[src/rtl/sig_control.sv]
// Highway/country-road traffic signal controller: Moore FSM with 8-bit dwell counter.
// Define SIG_CONTROL_MIN_GREEN_EN to enforce a minimum highway-green time of MIN_GREEN cycles.
module sig_control #(
  parameter int unsigned Y2R_DELAY = 3,
  parameter int unsigned R2G_DELAY = 2,
  parameter int unsigned MIN_GREEN = 4
) (
  input  logic       clock,
  input  logic       clear,
  input  logic       X,
  output logic [1:0] hwy,
  output logic [1:0] cntry
);

  typedef enum logic [2:0] {
    S0 = 3'd0,
    S1 = 3'd1,
    S2 = 3'd2,
    S3 = 3'd3,
    S4 = 3'd4
  } state_e;

  localparam logic [1:0] Red    = 2'd0;
  localparam logic [1:0] Yellow = 2'd1;
  localparam logic [1:0] Green  = 2'd2;

  localparam logic [7:0] Y2rLast   = 8'(Y2R_DELAY - 1);
  localparam logic [7:0] R2gLast   = 8'(R2G_DELAY - 1);
  localparam logic [7:0] MinGreen  = 8'(MIN_GREEN);

  state_e     state_q, state_d;
  logic [7:0] cnt_q, cnt_d;
  logic [1:0] hwy_q, hwy_d;
  logic [1:0] cntry_q, cntry_d;
  logic       green_ok;

  always_comb begin
    state_d = state_q;
    cnt_d   = 8'd0;
    case (state_q)
      S0: if (X && green_ok) state_d = S1;
      S1: begin
        if (cnt_q == Y2rLast) state_d = S2;
        else                  cnt_d   = cnt_q + 8'd1;
      end
      S2: begin
        if (cnt_q == R2gLast) state_d = S3;
        else                  cnt_d   = cnt_q + 8'd1;
      end
      S3: if (!X) state_d = S4;
      S4: begin
        if (cnt_q == Y2rLast) state_d = S0;
        else                  cnt_d   = cnt_q + 8'd1;
      end
      default: state_d = S0;
    endcase
  end

  // Lamps are decoded from the next state so the registered outputs track the state register.
  always_comb begin
    hwy_d   = Red;
    cntry_d = Red;
    case (state_d)
      S0:      hwy_d   = Green;
      S1:      hwy_d   = Yellow;
      S3:      cntry_d = Green;
      S4:      cntry_d = Yellow;
      default: begin
        hwy_d   = Red;
        cntry_d = Red;
      end
    endcase
  end

  always_ff @(posedge clock or posedge clear) begin
    if (clear) begin
      state_q <= S0;
      cnt_q   <= 8'd0;
      hwy_q   <= Green;
      cntry_q <= Red;
    end else begin
      state_q <= state_d;
      cnt_q   <= cnt_d;
      hwy_q   <= hwy_d;
      cntry_q <= cntry_d;
    end
  end

`ifdef SIG_CONTROL_MIN_GREEN_EN
  logic [7:0] age_q, age_d;

  // age_q counts completed green cycles before this one, so the current cycle makes age_q + 1.
  assign green_ok = ({1'b0, age_q} + 9'd1) >= {1'b0, MinGreen};

  always_comb begin
    age_d = 8'd0;
    if (state_q == S0 && state_d == S0) begin
      age_d = (age_q < MinGreen) ? age_q + 8'd1 : age_q;
    end
  end

  always_ff @(posedge clock or posedge clear) begin
    if (clear) age_q <= 8'd0;
    else       age_q <= age_d;
  end
`else
  logic unused_min_green;
  assign unused_min_green = ^MinGreen;
  assign green_ok         = 1'b1;
`endif

  assign hwy   = hwy_q;
  assign cntry = cntry_q;

endmodule

[config.mk]
export PLATFORM = sky130hd
export DESIGN_NAME = sig_control
export DESIGN_NICKNAME = d
export VERILOG_FILES = /design/src/rtl/sig_control.sv
export SDC_FILE = /design/constraint.sdc
export NUM_CORES = 1
export LEC_CHECK = 0
export BUFFER_PORTS_ARGS = -buffer_cell sky130_fd_sc_hd__buf_4
export CORE_UTILIZATION = 50
export CTS_CLUSTER_SIZE = 25
export DETAILED_ROUTE_END_ITERATION = 8
export GPL_ROUTABILITY_DRIVEN = 0
export PLACE_DENSITY = 0.71
export SETUP_SLACK_MARGIN = 0.4
export SLEW_MARGIN = 25
export SYNTH_ARGS = -nofsm -noshare
export SYNTH_HDL_FRONTEND = slang
export SYNTH_SLANG_ARGS = --single-unit
[constraint.sdc]
create_clock -name clock -period 1.55 [get_ports clock]
set_clock_uncertainty 0.1 [all_clocks]
set_input_delay 0 -clock clock [delete_from_list [all_inputs] [get_ports clock]]
set_output_delay 0 -clock clock [all_outputs]
set_load 0.01 [all_outputs]
# After elaboration in Yosys (flattened, before gate mapping)
# Index checks and enable logic that the tools add are counted.
[word_totals] regBits=15 in_bits=3 output_inout_bits=4 elab_cells=28
[op_classes] addsub=1 n_eq_ne=9 mux=11 reduce_logical=3
[op_table] operator="8-bit 2-to-1 mux" n=2
[op_table] operator="8-bit case mux with 2 select lines" n=1
[op_table] operator="3-bit 2-to-1 mux" n=5
[op_table] operator="3-bit case mux with 5 select lines" n=1
[op_table] operator="3-bit by 2-bit == test with 1-bit output (second input constant)" n=3
[op_table] operator="8-bit by 1-bit adder with 8-bit output (second input constant)" n=1
[op_table] operator="8-bit by 1-bit == test with 1-bit output (second input constant)" n=1
[op_table] operator="8-bit by 2-bit == test with 1-bit output (second input constant)" n=1
[op_table] operator="2-bit case mux with 2 select lines" n=2
[op_table] operator="3-bit by 1-bit == test with 1-bit output (second input constant)" n=2
[op_table] operator="3-bit == test (second input constant)" n=2
[op_table] operator="3-bit logical NOT" n=2
[op_table] operator="2-bit OR reduction" n=1

# Depth between registers and ports, before layout
[depth] word_depth=5 ltp_mapped=5 depth_no_buf=5

# Worst setup path before layout
# OpenSTA, ideal clock, no wires.
[synth_path] kind="reg2reg" startpoint="reg cnt_q[0]" endpoint="reg cnt_q[5]" setup_time_ps=94 t_arrival_ps=1303 t_required_ps=1356 slack_ps=54 path_stages_with_launch=5 path_buffers=0 cell_sequence="dfrtp_1 inv_1 ha_1 a311o_4 a221oi_2"
[synth_between] elab_chain_len=3 elab_cells_between_ends=6
[synth_rtl] element="start, declared" line="32" text="logic [7:0] cnt_q, cnt_d;"
[synth_rtl] element="start signal, assigned" line="83" text="cnt_q <= cnt_d;"
[synth_rtl] element="8-bit by 1-bit adder with 8-bit output (tied with other cells)" line="44, 48, 53"
[synth_rtl] element="8-bit 2-to-1 mux, on equally long branches" line="43, 52, 47"
[synth_rtl] element="8-bit case mux with 2 select lines (*)" line="40" text="case (state_q)"
[synth_rtl] element="named net cnt_d[5]" line="32"
# The timed path passes the listed nets; every way through them passes the cells marked *.

# Worst setup path in the final report
[layout_path] startpoint="reg cnt_q[4]" endpoint="reg cnt_q[6]"
# Same word-level chain as after synthesis.

==> impl_metrics.csv <==
group,metric,value,unit
outcome,run_status,"complete, but fails checks",
outcome,failed_checks,"setup timing",
synth,synth_common_cells,"sky130_fd_sc_hd__dfrtp_1, sky130_fd_sc_hd__a211oi_1, sky130_fd_sc_hd__inv_1, sky130_fd_sc_hd__nor2_1",
clock_network,clock_tree.htree_level_count,1,
grt,grt_antenna_before_repair,0,
sta,max_slew.worst_pin.slew,0.573,ns
power,power.density_cell_area,1560,nW/um^2
synth,synth_top_cells_by_area,"sky130_fd_sc_hd__dfrtp_1, sky130_fd_sc_hd__a221oi_2, sky130_fd_sc_hd__a211oi_1",
sta,finalSetupViolations,4,
synth,synth.yosys.warnings,0,
grt,grt_util_all_layers,21.7,%
layout,layout.core_utilization,70.8,%
power,netSwitchingFraction,39.5,%
sta,finalHoldWorstSlack,0.221,ns
layout,areaGrowthSynthToFinish,32.0,%
routing,avgRoutedWirePerCell,15.9,um
synth,basic_gate_share_of_the_synthesized_area_counting_and_or_nand_and_nor_cells,20.4,%
sta,setup_repair_after_global_routing_missed_its_margin,"true",
routing,num_vias,691,
routing,detail_route.vias_per_cell,6.28,
floorplanning,rows,14,
worst_setup_path,cp-end-kind,"flop",
synth,netlist.top_cell.by_area,"sky130_fd_sc_hd__dfrtp_1",
floorplanning,design.core.area,1520,sq um
hold_path,min-delay-path-class,"input port to asynchronous set/reset pin",
sta,final.min_clock_period,1.59,ns
worst_setup_path,worst-endpoint-required,1.65,ns
worst_setup_path,ff2ff_setup_slack,-0.04,ns
synth,combinational_family_with_the_most_area_after_synthesis,"compound AO/OA/AOI/OAI gates",
worst_setup_path,cp_max_fo,8,
clock_network,cts_buffers,3,
power,power.internal,1.02,mW
grt,grt_start_max_net_pins,16,
routing,drc,0,
power,p_sw,664,uW
sta,finalMaxSlewViolations,0,
placement,dp_hpwl,1140,um
power,power.share.combinational,49.0,%
sta,layout_setup_ws,-0.0430,ns
floorplanning,die_y,42.4,um
worst_setup_path,crit_arrival,1.69,ns
synth,seq_area_frac_synth,46.1,%
layout,finalNetCount,101,
routing,antenna_violating_nets_post_route,0,
power,power.ir.vdd_worst,0.669,mV
layout,antenna_cells,0,
synth,synthFlopType,"sky130_fd_sc_hd__dfrtp_1",
grt,grt_overflow_total,0,
floorplanning,die_width,42.4,um
sta,finalHoldViolCount,0,
routing,drt-total-wl,1740,um
worst_setup_path,ff2ff_path_depth,4,
clock_network,tritoncts_num_sinks,15,
sta,fmaxAchievable,628,MHz
floorplanning,fp.dieArea,1800,sq um
power,sequentialPowerShare,37.1,%
synth,synth_mux_area_share,0,%
clock_network,clock_tree_from_tritoncts,"built",
power,post-layout-total-power,1.68,mW
synth,synth-edff-count,0,
layout,layout-drive-gt1-share,51.1,%
clock_network,insertion_delay,0.29,ns
synth,mappedNetlistNets,82,
routing,drtPass1Iterations,4,
synth,postSynthAreaPerCell,10.8,sq um
clock_network,ctsRootBufferMaster,"sky130_fd_sc_hd__clkbuf_4",
synth,synth_cell_types,32,
routing,first_iter_violations,8,
grt,grt_first_pass_wirelength,2790,um
synth,post_synth_fa_ha_maj_area_fraction,4.59,%
clock_network,clock_path_buffers,2,
worst_setup_path,critical_path.startpoint_type,"flop",
run,maxCapViolations,0,
synth,mappedNetlistArea,817,sq um
power,p_leak,0.421,nW
floorplanning,ios,7,
sta,slew_headroom,61.7,%
synth,synth-seq-cells,15,
clock_network,worst_setup_hold_path_clk_slew,0.10,ns
synth,xor_xnor_share_of_the_synthesized_area,3.22,%
worst_setup_path,timing_worst_setup_path_type,"flop to flop",
power,power.clock.fraction,13.9,%
synth,synth_compound_area_share,21.3,%
floorplanning,start_util,53.6,%
synth,synth_top_cell_area_share,42.9,%
synth,asyncSetResetFlopFracSynth,100,%
synth,netlist_instances,76,
sta,period_share,103,%
synth,synth_most_common_cell,"sky130_fd_sc_hd__dfrtp_1",
grt,grt_pass1_vias,647,
layout,fillerInstances,115,
placement,place.port_buffers,6,
metal layers:
layer	vias up	wire length, um	part of all wire, %	track usage (%)
li1	320	-	-	-
met1	350	745	43	26.5
met2	17	913	52	34.5
met3	4	57	3.3	5.17
met4	0	28	1.6	13.1
met5	-	0	0	0
per-stage QoR:
stage                     setup slack, ns  cells  cell area (sq um)  TNS, ns
final                             -0.0430    110               1080   -0.126
after global routing              -0.0937    110               1080   -0.460
after CTS                         -0.0186    109               1010  -0.0368
after detailed placement          -0.0423    100                905   -0.212
after global placement           -0.00948    100                905  -0.0158
after floorplan                    0.0887     76                820        0
layout make-up:
class	count	area (sq um)	share of cell area (%)
clock inverters	1	7.51	0.696
inverters	5	18.8	1.74
well taps	16	20.0	1.86
flip-flops and latches	15	383	35.5
clock buffers	3	22.5	2.09
multi-input cells	53	487	45.1
repair buffers	17	140	13.0
registers in the layout, indices dropped and copies added (netlist names):
name / count
hwy: 2
cnt_q: 8
state_q: 3
cntry: 2
placed cells by master (no fill, tap or decap), drive strengths merged, types with 4 or more instances in the layout:
cell type  synthesis  final
dfrtp             14     14
buf                2     15
nand3              4      4
a211oi             5      5
inv                5      5
nor2               6      6
o21ai              4      4
cell families after synthesis:
family,Yosys count
AND/OR/NAND/NOR,27
adder cells (fa/ha/maj),3
AO/OA/AOI/OAI,20
buffers and inverters,8
flip-flops,15
XOR/XNOR,3
worst max-delay path, cell delays in order, from the launching register on:
cell and delay [ns]:
sky130_fd_sc_hd__dfrtp_2 0.43, sky130_fd_sc_hd__nor4_4 0.06, sky130_fd_sc_hd__buf_4 0.15, sky130_fd_sc_hd__a311o_2 0.47, sky130_fd_sc_hd__a221oi_2 0.29
worst paths after layout:
path | to | start
setup / recovery | cnt_q[6] | cnt_q[4]
hold / removal | cnt_q[2] | clear
setup reg to reg | cnt_q[6] | cnt_q[4]
hold reg to reg | state_q[1] | state_q[2]
max in group asynchronous | cnt_q[6] | clear
min in group clock | state_q[1] | state_q[2]
power by group through the flow:
stage | Clock, mW | Combinational, mW | Sequential [mW]
6_report | 0.233 | 0.823 | 0.622
5_1_grt | 0.260 | 0.888 | 0.638
4_1_cts | 0.240 | 0.683 | 0.605
3_5_place_dp | 0 | 0.603 | 0.614
3_3_place_gp | 0 | 0.597 | 0.605
2_1_floorplan | 0 | 0.428 | 0.590
timing repair:
| item | CTS | global route |
|---|---|---|
| endpoints found under the hold margin | 20 | 0 |
| resized for setup | 9 | 15 |
| endpoints found under the setup margin | 15 | 15 |
| hold buffers | 2 | 0 |
| pin swaps | 3 | 15 |
| setup buffers | 3 | 1 |
(Power assumes the default switching activity.)
